[src/rtl/ctrl_pipe.sv]
// ctrl_pipe: parametrised control-bundle pipeline (stage 0 = execute).
// Each stage carries a valid bit and a WIDTH-bit decoded control bundle.
// Stalls propagate backwards through a hold chain. A flush clears its own
// stage. An exception kill masks the bundle leaving KILL_STAGE. A busy
// counter holds stage 0 while a multi-cycle mul/div operation completes.
// Optional feature macro: CTRL_PIPE_PERF_EN adds the stall and bubble
// performance counters. Without it, both perf outputs are tied to zero.
module ctrl_pipe #(
    parameter int              WIDTH      = 10,
    parameter int              STAGES     = 3,
    parameter int              KILL_STAGE = 0,
    parameter logic [WIDTH-1:0] KILL_MASK = 10'b0000100000,
    parameter int              MDU_CYCLES = 4
) (
    input  logic                      clk,
    input  logic                      rst,
    input  logic                      in_valid,
    input  logic [WIDTH-1:0]          in_ctrl,
    input  logic                      in_mdu,
    input  logic [STAGES-1:0]         stall_i,
    input  logic [STAGES-1:0]         flush_i,
    input  logic                      exc_kill,
    output logic                      ready_o,
    output logic [STAGES-1:0]         valid_o,
    output logic [STAGES*WIDTH-1:0]   ctrl_o,
    output logic                      mdu_busy_o,
    output logic [31:0]               perf_stall_o,
    output logic [31:0]               perf_bubble_o
);

    localparam int CNT_W = (MDU_CYCLES > 1) ? $clog2(MDU_CYCLES + 1) : 1;
    localparam logic [CNT_W-1:0] CNT_LOAD = CNT_W'(MDU_CYCLES - 1);

    logic [STAGES-1:0] hold_s;
    logic [CNT_W-1:0]  mdu_cnt_r;
    logic              stage0_load_s;

    assign mdu_busy_o = (mdu_cnt_r != {CNT_W{1'b0}});
    assign ready_o    = ~hold_s[0];

    // Stage 0 accepts new input only when it is neither flushed nor held.
    assign stage0_load_s = ~flush_i[0] & ~hold_s[0];

    // Backward hold chain: a stage holds if it or any younger stage stalls.
    // Stage 0 also holds while the multi-cycle counter is busy.
    for (genvar h = 0; h < STAGES; h++) begin : g_hold
        if (h == 0) begin : g_h0
            assign hold_s[h] = (|stall_i) | mdu_busy_o;
        end else begin : g_hn
            assign hold_s[h] = |stall_i[STAGES-1:h];
        end
    end

    for (genvar i = 0; i < STAGES; i++) begin : g_stage
        logic             valid_r;
        logic [WIDTH-1:0] ctrl_r;

        assign valid_o[i]                = valid_r;
        assign ctrl_o[i*WIDTH +: WIDTH]  = ctrl_r;

        if (i == 0) begin : g_s0
            // Execute stage: flush, else hold, else take the decode bundle.
            always_ff @(posedge clk or posedge rst) begin
                if (rst) begin
                    valid_r <= 1'b0;
                    ctrl_r  <= {WIDTH{1'b0}};
                end else if (flush_i[i]) begin
                    valid_r <= 1'b0;
                    ctrl_r  <= {WIDTH{1'b0}};
                end else if (hold_s[i]) begin
                    valid_r <= valid_r;
                    ctrl_r  <= ctrl_r;
                end else begin
                    valid_r <= in_valid;
                    ctrl_r  <= in_valid ? in_ctrl : {WIDTH{1'b0}};
                end
            end
        end else begin : g_sn
            logic             src_bubble_s;
            logic [WIDTH-1:0] src_ctrl_s;

            // A held or invalid source delivers a bubble.
            assign src_bubble_s = hold_s[i-1] | ~valid_o[i-1];

            // Apply the exception kill mask on the transfer out of KILL_STAGE.
            always_comb begin
                src_ctrl_s = ctrl_o[(i-1)*WIDTH +: WIDTH];
                if ((i - 1 == KILL_STAGE) && exc_kill) begin
                    src_ctrl_s = ctrl_o[(i-1)*WIDTH +: WIDTH] & ~KILL_MASK;
                end else begin
                    src_ctrl_s = ctrl_o[(i-1)*WIDTH +: WIDTH];
                end
            end

            // Downstream stage: flush, else hold, else take from the older stage.
            always_ff @(posedge clk or posedge rst) begin
                if (rst) begin
                    valid_r <= 1'b0;
                    ctrl_r  <= {WIDTH{1'b0}};
                end else if (flush_i[i]) begin
                    valid_r <= 1'b0;
                    ctrl_r  <= {WIDTH{1'b0}};
                end else if (hold_s[i]) begin
                    valid_r <= valid_r;
                    ctrl_r  <= ctrl_r;
                end else if (src_bubble_s) begin
                    valid_r <= 1'b0;
                    ctrl_r  <= {WIDTH{1'b0}};
                end else begin
                    valid_r <= 1'b1;
                    ctrl_r  <= src_ctrl_s;
                end
            end
        end
    end

    // Multi-cycle busy counter. It is armed by a valid mul/div entering
    // stage 0, counts down regardless of stalls, and is cleared by a stage-0 flush.
    always_ff @(posedge clk or posedge rst) begin
        if (rst) begin
            mdu_cnt_r <= {CNT_W{1'b0}};
        end else if (flush_i[0]) begin
            mdu_cnt_r <= {CNT_W{1'b0}};
        end else if (mdu_busy_o) begin
            mdu_cnt_r <= mdu_cnt_r - {{(CNT_W-1){1'b0}}, 1'b1};
        end else if (stage0_load_s && in_valid && in_mdu) begin
            mdu_cnt_r <= CNT_LOAD;
        end else begin
            mdu_cnt_r <= mdu_cnt_r;
        end
    end

`ifdef CTRL_PIPE_PERF_EN
    logic [31:0] perf_stall_r;
    logic [31:0] perf_bubble_r;
    logic        hold_bubble_s;

    // Stage 1 loads a bubble because stage 0 is held (not flushed, not held itself).
    assign hold_bubble_s = hold_s[0] & ~hold_s[1] & ~flush_i[1];
    assign perf_stall_o  = perf_stall_r;
    assign perf_bubble_o = perf_bubble_r;

    // Free-running, wrapping counters for stage-0 hold cycles and hold bubbles.
    always_ff @(posedge clk or posedge rst) begin
        if (rst) begin
            perf_stall_r  <= 32'd0;
            perf_bubble_r <= 32'd0;
        end else begin
            perf_stall_r  <= perf_stall_r  + (hold_s[0]     ? 32'd1 : 32'd0);
            perf_bubble_r <= perf_bubble_r + (hold_bubble_s ? 32'd1 : 32'd0);
        end
    end
`else
    assign perf_stall_o  = 32'd0;
    assign perf_bubble_o = 32'd0;
`endif

endmodule
[config.mk]
export PLATFORM = sky130hd
export DESIGN_NAME = ctrl_pipe
export DESIGN_NICKNAME = d
export VERILOG_FILES = /design/src/rtl/ctrl_pipe.sv
export SDC_FILE = /design/constraint.sdc
export NUM_CORES = 1
export LEC_CHECK = 0
export CAP_MARGIN = 20
export CORE_ASPECT_RATIO = 0.9
export CORE_MARGIN = 5
export CORE_UTILIZATION = 38
export DETAILED_ROUTE_END_ITERATION = 7
export GPL_ROUTABILITY_DRIVEN = 0
export GPL_TIMING_DRIVEN = 0
export PLACE_DENSITY = 0.82
export SLEW_MARGIN = 20
export SYNTH_ARGS = -nofsm -noshare
export SYNTH_HDL_FRONTEND = slang
export SYNTH_SLANG_ARGS = --single-unit
[constraint.sdc]
create_clock -name clk -period 1.8 [get_ports clk]
set_input_delay 0.27 -clock clk [delete_from_list [all_inputs] [get_ports clk]]
set_output_delay 0.27 -clock clk [all_outputs]
set_load 0.005 [all_outputs]
Yosys cells after proc, flatten, opt, wreduce, memory -nomap -nowiden
Index checks and enable logic that the tools add are counted.

Register bits after elaboration: 36. Bits of input ports: 21. Output and inout bits: 99.

$add $sub $neg: 1. Eq/ne operators: 3. Muxes and demuxes: 21. Bitwise gates (word level): 8. Reductions and logical operators: 6.

Operators by type and width (number): $mux W10 (9); $mux W3 (3); $mux W1 (8); $mux W6 (1); $reduce_bool A3 Y1 (2); $ne A2 B2 Y1 const B (2); $not A1 Y1 (4); $or A1 B1 Y1 (3); $reduce_or A3 Y1 (1); $sub A3 B1 Y3 const B (1); $logic_and A1 B1 Y1 (2); $ne A2 B1 Y1 const B (1); $reduce_or A2 Y1 (1); $and A1 B1 Y1 (1).

Logic depth before layout (Yosys ltp)
Gate-level depths: netlist (run 1).

Depth in word-level cells: 9. Depth in mapped cells: 7. Mapped depth without buffers: 6.

Least setup slack after synthesis (run 1)
OpenSTA, ideal clock, no wires.

Path kind: flip-flop to flip-flop. From: reg mdu_cnt_r[0]. To: reg g_stage[1].ctrl_r[0]. Library setup time: 65 ps. Data arrival time: 1498 ps. Data required time: 1735 ps. Path slack: 237 ps. Stages on the path, launching flop included: 8. Cell sequence: dfrtp_1 -> inv_1 -> ha_1 -> nor2b_1 -> inv_1 -> nor4b_4 -> buf_6 -> a22o_2.

Cells in the longest elaborated chain, start to end: 6.

Ends and longest elaborated chain: start: declaration (line 35) `logic [CNT_W-1:0] mdu_cnt_r;`; start signal: assignment (line 121) `mdu_cnt_r <= {CNT_W{1'b0}};`; start signal: assignment (line 123) `mdu_cnt_r <= {CNT_W{1'b0}};`; start signal: assignment (line 125) `mdu_cnt_r <= mdu_cnt_r - {{(CNT_W-1){1'b0}}, 1'b1};`; $reduce_bool A3 Y1 (line 38) `assign mdu_busy_o = (mdu_cnt_r != {CNT_W{1'b0}});`; $or A1 B1 Y1 (line 48) `assign hold_s[h] = (|stall_i) | mdu_busy_o;`; $or A1 B1 Y1 (line 83) `assign src_bubble_s = hold_s[i-1] | ~valid_o[i-1];`; $mux W10 (line 106) `end else if (src_bubble_s) begin`; $mux W10 (line 103) `end else if (hold_s[i]) begin`; $mux W10 (line 100) `end else if (flush_i[i]) begin`; end signal: assignment (line 102) `ctrl_r <= {WIDTH{1'b0}};`; end signal: assignment (line 105) `ctrl_r <= ctrl_r;`; end signal: assignment (line 108) `ctrl_r <= {WIDTH{1'b0}};`; end: declaration (line 56) `logic [WIDTH-1:0] ctrl_r;`.

No other way between the ends. The select of a mux whose other input is x is not followed. A chain may end at the register's enable or synchronous reset.

Final worst setup path (run 1)
From: in stall_i[2]. To: out ready_o.

Cells in the longest elaborated chain, start to end: 3.

Ends and longest elaborated chain: start: declaration (line 20) `input logic [STAGES-1:0] stall_i,`; $reduce_or A3 Y1 (line 48); $or A1 B1 Y1 (line 48); $not A1 Y1 (line 39) `assign ready_o = ~hold_s[0];`; end: declaration (line 23) `output logic ready_o,`.

No other way between the ends.

==> results of run 1 <==
cells in the final DEF (no fill, tap or decap):
master            n
a32o_1            1
nor4b_1           1
mux2i_1           1
a21oi_1          11
nand4_1          12
buf_4            75
nor2_2            1
a22o_2            9
nor2_1            6
dfrtp_1          36
ha_4              1
or3_4             1
buf_2             3
nand3_1           3
a22oi_1           2
inv_4             1
nor3_1            1
nor4bb_1          2
o21ai_0          11
a21o_1            2
clkinvlp_4        1
inv_1             1
bufinv_16         1
nor2b_1           1
ha_1              1
buf_6             1
clkdlybuf4s50_1  53
nor2b_4           1
a22o_1           10
conb_1           64
clkbuf_8          5
clkbuf_1          5
nor4b_4           1
nand2_1           3
clkinv_2          1
inv_2             3
clkdlybuf4s15_1   1
worst min-delay path by stage:
stage / to / slack (ps)
after global routing: g_stage[2].valid_r$_DFFE_PP0P_ / 500
after floorplan: g_stage[0].ctrl_r[3]$_DFFE_PP0P_ / 330
after global placement: g_stage[2].valid_r$_DFFE_PP0P_ / 460
final: g_stage[1].ctrl_r[5]$_DFFE_PP0P_ / 440
after detailed placement: g_stage[2].valid_r$_DFFE_PP0P_ / 470
after CTS: g_stage[0].ctrl_r[4]$_DFFE_PP0P_ / 460
kinds of logic after synthesis:
logic type / count (synthesis)
adders and majority gates: 2
muxes: 1
DFF: 36
other: 1
and+or+nand+nor: 33
buffers and inverters: 82
AOI/OAI and AO/OA: 46
per-stage QoR:
step	total power [W]	TNS [ps]	hold slack, ps	worst slack, ps	cells
global placement	0.00148	-3300	460	-540	386
global route	0.00251	0	497	2.92	400
CTS	0.00237	0	461	38.3	399
floorplan	0.00131	0	333	237	264
detailed placement	0.00150	-2130	469	-555	386
finish	0.00239	0	440	85.8	400
what timing repair did:
item / CTS / global route
gates resized for setup: 17 / 1
setup endpoints to repair: 2 / 2
pin swaps: 2 / 0
buffers inserted: 6 / 2
registers in the layout, summed over array words and instances (netlist names):
| signal | flops |
|---|---|
| g_stage.ctrl_r | 30 |
| g_stage.valid_r | 3 |
| mdu_cnt_r | 3 |
worst max-delay path: stages:
cell             delay (ps)
clkdlybuf4s50_1         490
or3_4                   460
nor2_2                  100
buf_2                   110
final cells by class:
cell class | count | share of cell area
inverters | 5 | 0.00686
clock inverters | 3 | 0.0137
well taps | 67 | 0.0270
multi-input cells | 146 | 0.269
clock buffers | 5 | 0.0222
repair buffers | 63 | 0.195
plain buffers | 75 | 0.175
flip-flops and latches | 36 | 0.291
where the power goes:
part,internal [W],switching (W)
sequential,0.000846,0.0000420
combinational,0.000406,0.000405
clock,0.000410,0.000278
total,0.00166,0.000725
routing by layer:
| layer | GRT usage | up-vias | part of all wire |
|---|---|---|---|
| li1 | - | 836 | - |
| met1 | 0.156 | 811 | 0.37 |
| met2 | 0.261 | 92 | 0.54 |
| met3 | 0.0372 | 4 | 0.085 |
| met4 | 0.0291 | 0 | 0.0051 |
| met5 | 0 | - | 0 |
==> out/summary.txt, run 1 <==
DRT iter0 DRCs - 125
area taken by multi-input logic gates - 835 um^2
Syn Area/Cell - 10.2 um^2
nets - 355
Pwr Density - 770 mW/mm^2
Pins Over Slew Limit - 0
Antenna Violating Nets Remaining - 0
Detailed Place HPWL - 3960 um
share of cells above drive strength 1 - 0.315
FFs w/ async S/R, synth - 1.00
XOR/XNOR Fraction of Synth Area - 0
Worst Max-Slew Pin Slew - 735 ps
CP required - 1530 ps
area leader, netlist - dfrtp_1
placed inst area - 0.00292 mm^2
mux cell area share after synthesis - 0.00489
Hold Buf Count CTS - 0
CTS H-tree lvls - 2
clk sinks - 36
worst r2r dst - g_stage[0].ctrl_r[8]$_DFFE_PP0P_
Max Buffers Root-to-Sink - 2
crit path from - stall_i[2]
sequential cell area fraction in the yosys report - 0.440
Root Buffer - clkbuf_8
highest clock rate - 583 MHz
endpoint arrival time on the critical path - 1440 ps
most common cell in the netlist - buf_4
Initial Utilization - 0.389
die area - 0.00695 mm^2
Area contributors post-synth - dfrtp_1, buf_4, a22o_2
total I/O pin count - 120
worst-case reg-to-reg path depth - 7
DR vias - 1743
antenna violations before repair - 0
Cell Rows - 25
area grow syn2layout - 51.6%
Post-synth top cells - buf_4, dfrtp_1, nand4_1, a21oi_1, o21ai_0
leakage power - 1.60 nW
CP Class - input pin to output pin
fin area - 0.00310 mm^2
count of final hold-check violations - 0
clock transition at the registers of the reported paths - 70 ps
status - finished clean
Worst Setup End Kind - output pin
Reg area - 901 um^2
fillers - 434
Clock Skews - 4.87 ps
Max Cap Violations - 0
clk_lat worst skew - 280 ps
Synth warnings - 0
final WL - 5090 um
Final Cycle Share - 0.952
DRT Pass-1 Iters - 4
Crit Path Max Fanout - 15
number of diodes - 0
TritonCTS buffer count - 5
number of flops mapped to enable cells by yosys - 0
Overflow after GRT - 0
Setup crit start kind - input pin
Hold Path Class - input pin to asynchronous set/reset pin
vias in the first global route - 1717
flops & latches, synth - 36
largest family of logic cells by synthesized area - buffers and inverters
vias per std cell - 4.36
Max transition margin - 0.509
final setup vio count - 0
Synth Area in Compound Gates - 0.160
Final Util - 0.590
# port buffers - 55
overall die width - 87.3 um
CTS tree - done
Post-Synth Simple-Gate Area - 0.102
Critical R2R Launch - mdu_cnt_r[1]$_DFFE_PP0P_
Cells after Synth - 201
R2R setup slack - 100 ps
Synth Flop Type - dfrtp_1
Die H - 79.6 um
Total GRT Usage - 0.139
post-synth top area share - 0.440
Worst VDD drop - 0.577 mV
first-pass GRT wire length - 7960 um
core area - 0.00526 mm^2
Wirelength per Cell - 12.7 um
Residual DRC - 0
Setup crit end - ready_o
mapped cell area - 0.00205 mm^2
post-synthesis adder-cell area fraction - 0.0122
largest net degree at the start of global routing - 37
distinct cell type count after synthesis - 26
Min Clock Period, post-route - 1710 ps
RSZ-0062 raised after global routing - false
Note: power is estimated with default switching activity, not from simulation.
==> run 2: changes to the inputs <==
GPL_TIMING_DRIVEN = unset   (was 0)
==> run 2 against run 1 <==
Routed wire length is 6.3% lower. Clock skew is essentially flat. Non-clock buffer count down 66. Maximum frequency fell by 2.5%. Clock-buffer cell count unchanged. Sequential share of layout area rose by 5.3 points. Power down 3.3%. First-iteration DRC count is 14% higher. Sequential cell count unchanged. Die area did not move. Largest power group unchanged. Highest routed layer unchanged.
==> out/summary.txt, run 2 (synthesis results as in run 1) <==
Hold Buf Count CTS - 0 (unchanged)
first-pass GRT wire length - 7320 um (was 7960 um)
Wirelength per Cell - 14.3 um (was 12.7 um)
Antenna Violating Nets Remaining - 0 (unchanged)
Max Buffers Root-to-Sink - 2 (unchanged)
gr busiest metal - met2 (unchanged)
vias in the first global route - 1507 (was 1717)
final setup vio count - 0 (unchanged)
Comb pwr share - 0.309 (was 0.340)
Total GRT Usage - 0.135 (was 0.139)
Hold Path Class - input pin to asynchronous set/reset pin (unchanged)
Overflow after GRT - 0 (unchanged)
clk sinks - 36 (unchanged)
CP required - 1530 ps (about the same)
Residual DRC - 0 (unchanged)
# port buffers - 55 (unchanged)
sw frac - 0.308 (was 0.304)
DR vias - 1552 (was 1743)
Crit Path Max Fanout - 7 (was 15)
Max transition margin - 0.503 (was 0.509)
overall die width - 87.3 um (unchanged)
Cell Rows - 25 (unchanged)
setup_tns - 0 ps (unchanged)
area grow syn2layout - 28.3% (was 51.6%)
clock power share - 0.308 (was 0.288)
CTS tree - done (unchanged)
status - finished clean (unchanged)
Worst Setup End Kind - output pin (unchanged)
M1 GR Usage - 0.154 (was 0.156)
total I/O pin count - 120 (unchanged)
biggest regs - g_stage.ctrl_r (30), g_stage.valid_r (3), mdu_cnt_r (3) (unchanged)
number of diodes - 0 (unchanged)
Pins Over Slew Limit - 0 (unchanged)
Power Internal - 0.00160 W (was 0.00166 W)
TritonCTS buffer count - 5 (unchanged)
endpoint arrival time on the critical path - 1490 ps (was 1440 ps)
fillers - 463 (was 434)
max reg flops - 30 (unchanged)
grt met2 use - 0.236 (was 0.261)
Root Buffer - clkbuf_8 (unchanged)
largest net degree at the start of global routing - 37 (unchanged)
clock transition at the registers of the reported paths - 70 ps (about the same)
final WL - 4770 um (was 5090 um)
count of final hold-check violations - 0 (unchanged)
antenna violations before repair - 0 (unchanged)
Most flops, register - g_stage.ctrl_r (unchanged)
Setup crit start kind - input pin (unchanged)
CP Class - input pin to output pin (unchanged)
Reg area - 901 um^2 (unchanged)
RSZ-0062 raised after global routing - true (was false)
nets - 289 (was 355)
DRT Pass-1 Iters - 6 (was 4)
Pwr Density - 879 mW/mm^2 (was 770 mW/mm^2)
clk_lat worst skew - 300 ps (was 280 ps)
Worst Max-Slew Pin Slew - 744 ps (was 735 ps)
most frequent cells in the layout - conb_1, clkdlybuf4s50_1, dfrtp_1 (was buf_4, conb_1, clkdlybuf4s50_1)
area taken by multi-input logic gates - 832 um^2 (was 835 um^2)
Clock Skews - 5.26 ps (was 4.87 ps)
Hold WS - 379 ps (was 440 ps)
Detailed Place HPWL - 3660 um (was 3960 um)
share of cells above drive strength 1 - 0.154 (was 0.315)
Die H - 79.6 um (unchanged)
Worst VDD drop - 0.526 mV (was 0.577 mV)
CTS H-tree lvls - 2 (unchanged)
Initial Utilization - 0.389 (unchanged)
Max Cap Violations - 0 (unchanged)
Min Clock Period, post-route - 1760 ps (was 1710 ps)
M3 GR Usage - 0.0413 (was 0.0372)
commonest non-fill, non-tap cell in the layout - conb_1 (was buf_4)
vias per std cell - 4.65 (was 4.36)
Seq pwr share - 0.384 (was 0.372)
highest clock rate - 569 MHz (was 583 MHz)
die area - 0.00695 mm^2 (unchanged)
placed inst area - 0.00246 mm^2 (was 0.00292 mm^2)
leakage power - 1.25 nW (was 1.60 nW)
core area - 0.00526 mm^2 (unchanged)
Final Cycle Share - 0.977 (was 0.952)
fin area - 0.00262 mm^2 (was 0.00310 mm^2)
switching power - 0.000710 W (was 0.000725 W)
DRT iter0 DRCs - 143 (was 125)
run 2: power groups by stage:
stage          logic (W)  registers (W)  clock network, W
6_report        0.000712       0.000885          0.000710
5_1_grt         0.000785       0.000887          0.000762
4_1_cts         0.000655       0.000882          0.000725
3_5_place_dp    0.000609       0.000892                 0
3_3_place_gp    0.000594       0.000888                 0
2_1_floorplan   0.000428       0.000883                 0
run 2: timing repair:
item | in CTS | in global routing
buffers inserted | 1 | 3
pin swaps | 1 | 1
setup endpoints to repair | 2 | 2
gates resized for setup | 8 | 2
run 2: per-layer routing:
layer  up-vias  wire [um]
met5         -          0
met4         0         53
met3        11        475
met2       100       2490
met1       742       1750
li1        699          -
run 2: path summary, 6_finish.rpt:
kind,slack (ps),from,endpoint,depth (start not counted)
max,40,stall_i[1],ready_o,4
min,380,rst,g_stage[2].ctrl_r[4]$_DFFE_PP0P_,3
max reg2reg,170,mdu_cnt_r[1]$_DFFE_PP0P_,g_stage[1].ctrl_r[5]$_DFFE_PP0P_,8
min reg2reg,490,g_stage[2].valid_r$_DFFE_PP0P_,g_stage[2].valid_r$_DFFE_PP0P_,1
max in group asynchronous,1110,rst,g_stage[0].ctrl_r[6]$_DFFE_PP0P_,3
min in group clk,490,g_stage[2].valid_r$_DFFE_PP0P_,g_stage[2].valid_r$_DFFE_PP0P_,1
run 2: through the flow:
stage | cells | power (W) | util | worst slack [ps]
finish | 334 | 0.00231 | 0.499 | 42.2
global route | 334 | 0.00243 | 0.499 | -13.9
CTS | 331 | 0.00226 | 0.495 | 16.0
detailed placement | 322 | 0.00150 | 0.469 | -223
global placement | 322 | 0.00148 | 0.469 | -224
floorplan | 264 | 0.00131 | - | 237
run 2: layout make-up:
type | instances | area share
Timing Repair Buffer | 72 | 0.258
Inverter | 5 | 0.00715
Tap cell | 67 | 0.0320
Multi-Input combinational cell | 146 | 0.317
Clock buffer | 5 | 0.0262
Sequential cell | 36 | 0.343
Clock inverter | 3 | 0.0162
run 2: worst max-delay path, stage by stage:
cell,delay (ps)
clkdlybuf4s50_1,420
or3_4,450
nor2_1,100
dlygate4sd2_1,240
==> run 3: changes to the inputs <==
CORE_ASPECT_RATIO = 1.1   (was 0.9)
CORE_MARGIN = unset   (was 5)
==> run 3 against run 2 <==
Setup slack better by 31 ps. Largest power group unchanged. Critical endpoint unchanged. Final area is 0.33% higher. Maximum frequency is 1.8% higher. Non-clock buffer count stayed put. Global-route usage is 1.2 points higher.
==> out/summary.txt, run 3 (synthesis results as in run 1) <==
clock power share - 0.308 (about the same)
max reg flops - 30 (unchanged)
most frequent cells in the layout - conb_1, clkdlybuf4s50_1, dfrtp_1 (unchanged)
fin area - 0.00263 mm^2 (was 0.00262 mm^2)
commonest non-fill, non-tap cell in the layout - conb_1 (unchanged)
Crit Path Max Fanout - 6 (was 7)
leakage power - 1.25 nW (about the same)
status - finished clean (unchanged)
Pins Over Slew Limit - 0 (unchanged)
Pwr Density - 870 mW/mm^2 (was 879 mW/mm^2)
CP required - 1530 ps (about the same)
antenna violations before repair - 0 (unchanged)
Worst Setup End Kind - output pin (unchanged)
setup_tns - 0 ps (unchanged)
Antenna Violating Nets Remaining - 0 (unchanged)
nets - 289 (unchanged)
clk_lat worst skew - 290 ps (was 300 ps)
Residual DRC - 0 (unchanged)
switching power - 0.000699 W (was 0.000710 W)
fillers - 450 (was 463)
final WL - 4170 um (was 4770 um)
Most flops, register - g_stage.ctrl_r (unchanged)
Comb pwr share - 0.305 (was 0.309)
biggest regs - g_stage.ctrl_r (30), g_stage.valid_r (3), mdu_cnt_r (3) (unchanged)
Root Buffer - clkbuf_8 (unchanged)
total I/O pin count - 120 (unchanged)
clock transition at the registers of the reported paths - 70 ps (about the same)
count of final hold-check violations - 0 (unchanged)
highest clock rate - 579 MHz (was 569 MHz)
TritonCTS buffer count - 5 (unchanged)
CP Class - input pin to output pin (unchanged)
Max transition margin - 0.500 (was 0.503)
Overflow after GRT - 0 (unchanged)
largest net degree at the start of global routing - 37 (unchanged)
Cell Rows - 27 (was 25)
Detailed Place HPWL - 3190 um (was 3660 um)
Hold WS - 385 ps (was 379 ps)
Seq pwr share - 0.386 (was 0.384)
sw frac - 0.305 (was 0.308)
Final Cycle Share - 0.959 (was 0.977)
Wirelength per Cell - 12.3 um (was 14.3 um)
CTS tree - done (unchanged)
vias per std cell - 4.47 (was 4.65)
Hold Path Class - input pin to asynchronous set/reset pin (unchanged)
clk sinks - 36 (unchanged)
Clock Skews - 3.04 ps (was 5.26 ps)
core area - 0.00510 mm^2 (was 0.00526 mm^2)
Worst VDD drop - 0.406 mV (was 0.526 mV)
die area - 0.00568 mm^2 (was 0.00695 mm^2)
Worst Max-Slew Pin Slew - 748 ps (was 744 ps)
RSZ-0062 raised after global routing - true (unchanged)
Max Buffers Root-to-Sink - 2 (unchanged)
Min Clock Period, post-route - 1730 ps (was 1760 ps)
Initial Utilization - 0.401 (was 0.389)
Power Internal - 0.00159 W (was 0.00160 W)
# port buffers - 55 (unchanged)
Max Cap Violations - 0 (unchanged)
overall die width - 72.0 um (was 87.3 um)
area grow syn2layout - 28.7% (was 28.3%)
Setup crit start kind - input pin (unchanged)
DRT iter0 DRCs - 81 (was 143)
share of cells above drive strength 1 - 0.161 (was 0.154)
Post-Layout Cell Count - 339 (was 334)
first-pass GRT wire length - 6520 um (was 7320 um)
CTS H-tree lvls - 2 (unchanged)
placed inst area - 0.00248 mm^2 (was 0.00246 mm^2)
Total GRT Usage - 0.147 (was 0.135)
vias in the first global route - 1430 (was 1507)
final setup vio count - 0 (unchanged)
number of diodes - 0 (unchanged)
DR vias - 1516 (was 1552)
endpoint arrival time on the critical path - 1460 ps (was 1490 ps)
DRT Pass-1 Iters - 4 (was 6)
Die H - 79.0 um (was 79.6 um)
placed cells - 328 (was 322)
[run 3: cell count changes in the layout (fill, tap and decap cells not counted), sizes merged]
| cell | previous run | this run |
|---|---|---|
| dlygate4sd2 | 1 | 0 |
| clkbuf | 5 | 6 |
[run 3: stage by stage]
step	worst slack [ps]	power, W	utilization
global placement	-245	0.00149	0.487
floorplan	237	0.00131	-
detailed placement	-227	0.00151	0.487
finish	73.0	0.00229	0.516
CTS	-56.3	0.00224	0.512
global route	-18.7	0.00241	0.516
[run 3: power by group through the flow]
stage          clock [W]  combinational [W]  sequential, W
6_report        0.000706           0.000699       0.000884
5_1_grt         0.000742           0.000777       0.000889
4_1_cts         0.000710           0.000645       0.000880
3_5_place_dp           0           0.000621       0.000891
3_3_place_gp           0           0.000603       0.000890
2_1_floorplan          0           0.000428       0.000883
[run 3: cell type report]
cell class	instances	area [um^2]	share of cell area
inverter	5	18.8	0.00713
clock buffer	5	68.8	0.0261
tap	72	90.1	0.0342
clock inverter	3	42.5	0.0162
timing repair buffer	72	673	0.256
sequential	36	901	0.342
multi-input combinational	146	838	0.318
[run 3: what timing repair did]
item / in CTS / in global routing
gates resized for setup: 5 / 7
setup endpoints to repair: 2 / 7
pin swaps: 1 / 1
hold buffers: 0 / 0
buffers inserted: 1 / 2
[run 3: critical path: stages]
cell	delay (ps)
clkdlybuf4s50_1	430
or3_4	440
nor2_1	110
clkdlybuf4s15_1	210
[run 3: metal layers]
metal	vias up	share of wire	global-route usage
met3	5	0.081	0.0431
met2	84	0.53	0.278
met1	727	0.37	0.154
li1	700	-	-
met5	-	0	0
met4	0	0.016	0.0490
[run 3: worst paths after layout]
path	startpoint	endpoint	slack (ps)	cells after the start
setup / recovery	stall_i[0]	ready_o	70	4
hold / removal	rst	g_stage[2].ctrl_r[2]$_DFFE_PP0P_	390	3
min in group clk	g_stage[2].valid_r$_DFFE_PP0P_	g_stage[2].valid_r$_DFFE_PP0P_	490	1
hold reg to reg	g_stage[2].valid_r$_DFFE_PP0P_	g_stage[2].valid_r$_DFFE_PP0P_	490	1
setup reg to reg	mdu_cnt_r[1]$_DFFE_PP0P_	g_stage[1].ctrl_r[5]$_DFFE_PP0P_	160	8
max in group asynchronous	rst	g_stage[2].ctrl_r[0]$_DFFE_PP0P_	1100	3
